--- src/rtl/spi_flash_reader.sv ---
// Memory-mapped SPI flash reader: a 6809 access to the flash window issues a
// 03h READ of one byte and holds MRDY low until the byte has been shifted in.
module spi_flash_reader #(
  parameter int unsigned CLK_DIV      = 2,
  parameter logic [23:0] FLASH_OFFSET = 24'h000000
) (
  input  logic        i_clk,
  input  logic        i_rst_n,
  input  logic        i_spi_ce,
  input  logic [15:0] i_address,
  input  logic        i_FT_CS,
  input  logic        i_spi_miso,
  output logic        o_spi_cs_n,
  output logic        o_spi_sclk,
  output logic        o_spi_mosi,
  output logic        o_spi_oe,
  output logic [7:0]  o_data,
  output logic        o_data_valid,
  output logic        o_busy,
  output logic        o_mrdy
);

  typedef enum logic [2:0] {IDLE, CMD, ADDR, DATA, DONE} state_t;

  localparam logic [7:0] READ_CMD      = 8'h03;
  localparam logic [7:0] DIV_LAST      = 8'(CLK_DIV - 1);
  localparam logic [5:0] LAST_CMD_BIT  = 6'd7;
  localparam logic [5:0] LAST_ADDR_BIT = 6'd31;
  localparam logic [5:0] LAST_DATA_BIT = 6'd39;

  state_t      state_q, state_d;
  logic        ce_q, ce_d;
  logic [7:0]  div_q, div_d;
  logic [5:0]  bit_q, bit_d;
  logic [31:0] tx_q, tx_d;
  logic [7:0]  rx_q, rx_d;
  logic        sclk_q, sclk_d;
  logic        mosi_q, mosi_d;
  logic        cs_n_q, cs_n_d;
  logic [7:0]  data_q, data_d;
  logic        valid_q, valid_d;

  logic        start;
  logic [23:0] flash_addr;
  logic        unused_addr_hi;

  assign unused_addr_hi = ^i_address[15:12];
  assign flash_addr     = FLASH_OFFSET + {12'h000, i_address[11:0]};
  assign start          = i_spi_ce && !ce_q && (state_q == IDLE) && i_FT_CS;

  always_comb begin
    state_d = state_q;
    ce_d    = i_spi_ce;
    div_d   = div_q;
    bit_d   = bit_q;
    tx_d    = tx_q;
    rx_d    = rx_q;
    sclk_d  = sclk_q;
    mosi_d  = mosi_q;
    cs_n_d  = cs_n_q;
    data_d  = data_q;
    valid_d = 1'b0;
    case (state_q)
      IDLE: begin
        if (start) begin
          state_d = CMD;
          cs_n_d  = 1'b0;
          sclk_d  = 1'b0;
          mosi_d  = READ_CMD[7];
          tx_d    = {READ_CMD, flash_addr};
          bit_d   = '0;
          div_d   = '0;
        end
      end
      CMD, ADDR, DATA: begin
        if (!i_FT_CS) begin
          state_d = IDLE;
          cs_n_d  = 1'b1;
          sclk_d  = 1'b0;
          div_d   = '0;
          bit_d   = '0;
        end else if (div_q == DIV_LAST) begin
          div_d = '0;
          if (!sclk_q) begin
            sclk_d = 1'b1;
            if (state_q == DATA) rx_d = {rx_q[6:0], i_spi_miso};
          end else begin
            bit_d = bit_q + 6'd1;
            if (bit_q == LAST_DATA_BIT) begin
              state_d = DONE;
              cs_n_d  = 1'b1;
              sclk_d  = 1'b0;
              mosi_d  = 1'b0;
              data_d  = rx_q;
              valid_d = 1'b1;
            end else begin
              // tx_q runs out of ones after the address, so DATA sends zeros
              sclk_d = 1'b0;
              tx_d   = {tx_q[30:0], 1'b0};
              mosi_d = tx_q[30];
              if (bit_q == LAST_CMD_BIT)  state_d = ADDR;
              if (bit_q == LAST_ADDR_BIT) state_d = DATA;
            end
          end
        end else begin
          div_d = div_q + 8'd1;
        end
      end
      DONE: begin
        state_d = IDLE;
        bit_d   = '0;
      end
      default: state_d = IDLE;
    endcase
  end

  always_ff @(posedge i_clk) begin
    if (!i_rst_n) begin
      state_q <= IDLE;
      ce_q    <= 1'b0;
      div_q   <= '0;
      bit_q   <= '0;
      tx_q    <= '0;
      rx_q    <= '0;
      sclk_q  <= 1'b0;
      mosi_q  <= 1'b0;
      cs_n_q  <= 1'b1;
      data_q  <= '0;
      valid_q <= 1'b0;
    end else begin
      state_q <= state_d;
      ce_q    <= ce_d;
      div_q   <= div_d;
      bit_q   <= bit_d;
      tx_q    <= tx_d;
      rx_q    <= rx_d;
      sclk_q  <= sclk_d;
      mosi_q  <= mosi_d;
      cs_n_q  <= cs_n_d;
      data_q  <= data_d;
      valid_q <= valid_d;
    end
  end

  assign o_spi_cs_n   = cs_n_q;
  assign o_spi_sclk   = sclk_q;
  assign o_spi_mosi   = mosi_q;
  assign o_spi_oe     = i_FT_CS;
  assign o_data       = data_q;
  assign o_data_valid = valid_q;
  assign o_busy       = (state_q != IDLE);
  assign o_mrdy       = !(o_busy || start) && !(i_spi_ce && !i_FT_CS);

endmodule

--- config.mk ---
export PLATFORM = sky130hd
export DESIGN_NAME = spi_flash_reader
export DESIGN_NICKNAME = d
export VERILOG_FILES = /design/src/rtl/spi_flash_reader.sv
export SDC_FILE = /design/constraint.sdc
export NUM_CORES = 1
export LEC_CHECK = 0
export BUFFER_PORTS_ARGS = -buffer_cell sky130_fd_sc_hd__buf_2
export CAP_MARGIN = 20
export CORE_ASPECT_RATIO = 1.1
export CORE_UTILIZATION = 58
export DETAILED_ROUTE_END_ITERATION = 8
export PLACE_DENSITY = 0.79
export RECOVER_POWER = 100
export SLEW_MARGIN = 20
export SYNTH_ARGS = -nofsm -noshare
export SYNTH_HDL_FRONTEND = slang
export SYNTH_SLANG_ARGS = --single-unit
--- constraint.sdc ---
create_clock -name i_clk -period 4.72 [get_ports i_clk]
set_clock_uncertainty 0.05 [all_clocks]
set_input_delay 0.708 -clock i_clk [delete_from_list [all_inputs] [get_ports i_clk]]
set_output_delay 0.708 -clock i_clk [all_outputs]
set_load 0.05 [all_outputs]
==> flow_summary.ini <==
[worst_setup_path]
cp_max_fo = 20
crit_chain = ha_1 > or4b_1 > nor3_1 > nand2_1 > a21boi_2 > buf_4 > mux2i_1
path_class = flip-flop to flip-flop
cp-start-kind = flip-flop
slowest_delay_ns = 0.83
end_kind = flip-flop
worst_ep_arrival_time_ns = 3.53
crit_slowest_cell = nor3_1
required_ns = 4.94
reg2reg_slack_ns = 1.41

[pwr]
vdd_drop_max_v = 0.000298
power_density_nw_per_um2 = 368
leakage_nw = 1.30

[sta]
timing.fmax_mhz = 302
timing.final.crit_period_ns = 3.31
rsz0062_at_grt = false
finalHoldViolCount = 0
setup_viol = 0
relSlewSlack_pct = -27.8
fin_crit_sh_pct = 70.1
setup_tns_ns = 0
worst_pin_slew_ns = 1.92
drv_slew = 50
whs_ns = 0.410

[cells_and_area]
n_antenna_cell = 0
final_core_util_pct = 68.3
fill_cells = 431
areaGrowthSynthToFinish_pct = 11.8
drive_gt1_share_pct = 11.5
layout.nets = 394

[synthesis]
synth_edf_count = 0
synthCells = 348
ys_warn_count = 0
synth-seq-cells = 69
syn-num-nets = 372
syn_area_um2 = 3100
synth-seq-area-share_pct = 44.6
synth_cell_types = 50
synth.area.top_cells = dfxtp_1 (45%), mux2i_1 (12%), nand3_1 (4.5%)
syn_area_per_cell_um2 = 8.90
synth_top_area_share_pct = 44.6
async_flop_share_pct = 0
synth_top_cell_by_area = dfxtp_1
synth_top_flop_cell = dfxtp_1

[clocking]
clk-insertion-delay-late_ns = 0.35
cts_hold_buffers = 0
clockBufferDepth = 2
postCtsSetupBuffers = 0
htree_levels = 3
cts_num_sinks = 69
cts_tree = built
cts_buffers = 9
root_buffer = clkbuf_8
clkTransAtPathRegs_ns = 0.08
cts_resized = 0

[floorplanning]
die_h_um = 78.7
core-area_um2 = 5070
initial_utilization_pct = 61.1
die-area_um2 = 5640
rows = 27
io_pins = 36
die_x_um = 71.7

[min_path]
min_path_type = flip-flop to flip-flop

[drt]
drt_first_pass_iters = 5
vias = 2519
drt_iter0_drc = 115
routed_wl_um = 6090
route.detailed.drc = 0
ant_nets = 0
vias_per_cell = 5.82
wl_per_cell_um = 14.1

[placed_design]
portBuffers = 31
place_congestion = 0.802
hpwl_um = 3950

[outcome]
violations = max-capacitance violations, max-slew violations
status = finished, violations left

[grt]
use_met3_pct = 4.75
overflow = 0
grtUsageMet2_pct = 39.5
grt_usage_pct = 23.7
grt_pass1_wl_um = 10400
globalRoute.busiestLayer = met2
grt_max_degree = 50
grt_pass1_vias = 2370
use_met1_pct = 28.5
antenna_found_initial = 0

[run]
max_cap_violations = 1
-- flip-flops by register name, indices dropped and copies added, names as in the netlist --
register      cells
bit_q             6
tx_q             31
o_data            8
rx_q              8
o_spi_cs_n        1
div_q             8
ce_q              1
o_spi_mosi        1
state_q           3
o_data_valid      1
o_spi_sclk        1
-- synthesized netlist by cell type, types with 3 or more instances --
cell type and count:
a21oi_1 19, nand4_1 3, nor2_1 36, a32oi_1 10, ha_1 3, xor2_1 6
dfxtp_1 69, inv_1 3, nand3_1 28, a31oi_1 13, and3_1 3, o21ai_0 7
mux2i_1 37, clkbuf_1 20, nand2b_1 7, nand2_1 34, nor2b_1 11, and2_1 3
-- cell type report --
class                           count  area [um2]  area share (%)
Clock buffer                        9         124            3.58
Clock inverter                      7         106            3.07
Inverter                            4        15.0           0.434
Multi-Input combinational cell    252        1610            46.4
Sequential cell                    69        1380            39.9
Tap cell                           58        72.6            2.10
Timing Repair Buffer               34         158            4.55
-- logic make-up after synthesis --
group,Yosys count,share of synthesized area [%]
AOI/OAI and AO/OA,64,13.8
xor gates and xnor gates,7,1.98
adders and majority gates,3,1.21
buffers and inverters,27,3.47
DFF,69,44.6
muxes,37,12.0
and+or+nand+nor,141,23.0
-- per-stage QoR --
step	total power (W)	cell area, um2	instances	worst slack [ns]
finish	0.00127	3460	433	1.41
global route	0.00133	3460	433	1.20
CTS	0.00129	3490	433	1.84
detailed placement	0.000742	3260	417	1.88
global placement	0.000740	3260	417	1.97
floorplan	0.000712	3100	348	1.96
-- layout by cell type, fill, tap and decap left out, types with 2 or more instances in the layout --
| master | count |
|---|---|
| dfxtp_1 | 69 |
| clkinv_4 | 2 |
| ha_1 | 3 |
| xor2_1 | 6 |
| nand2_1 | 34 |
| and3_1 | 3 |
| nand3_1 | 28 |
| a32oi_1 | 10 |
| nand3b_1 | 2 |
| and2_1 | 3 |
| nand2b_1 | 7 |
| a31oi_1 | 13 |
| inv_1 | 3 |
| mux2i_1 | 37 |
| or2_2 | 2 |
| o21ai_0 | 7 |
| a21oi_1 | 19 |
| clkbuf_1 | 16 |
| clkbuf_8 | 9 |
| nor3_1 | 3 |
| nand4_1 | 3 |
| buf_2 | 15 |
| inv_6 | 2 |
| bufinv_16 | 2 |
| buf_4 | 3 |
| nor2_1 | 35 |
| nor2b_1 | 11 |
-- worst max-delay path, delay by kind of cell (launching register included) --
family	cells	cell delay, ns
AND/OR/NAND/NOR	3	1.78
adder cells (fa/ha/maj)	1	0.17
flip-flops	1	0.41
AO/OA/AOI/OAI	1	0.24
buffers and inverters	1	0.32
multiplexers	1	0.26
-- report_power, final --
group / internal (W) / switching [W] / total, W / leakage (nW)
registers: 0.000594 / 0.00000943 / 0.000604 / 0.558
clock network: 0.000306 / 0.000240 / 0.000547 / 0.116
logic: 0.0000417 / 0.0000812 / 0.000123 / 0.628
-- path summary, 6_finish.rpt --
check,start,endpoint,cells past startpoint
worst max-delay path,div_q[0]$_SDFFE_PN0P_,tx_q[28]$_SDFFE_PN0P_,7
worst min-delay path,tx_q[30]$_SDFFE_PN0P_,tx_q[30]$_SDFFE_PN0P_,2
worst max register to register,div_q[0]$_SDFFE_PN0P_,tx_q[28]$_SDFFE_PN0P_,7
worst min register to register,tx_q[30]$_SDFFE_PN0P_,tx_q[30]$_SDFFE_PN0P_,2
-- layer usage --
layer	up-vias	wire [um]
li1	1286	-
met1	1174	2860
met2	53	2900
met3	6	241
met4	0	84
met5	-	0
(Power assumes the default switching activity.)
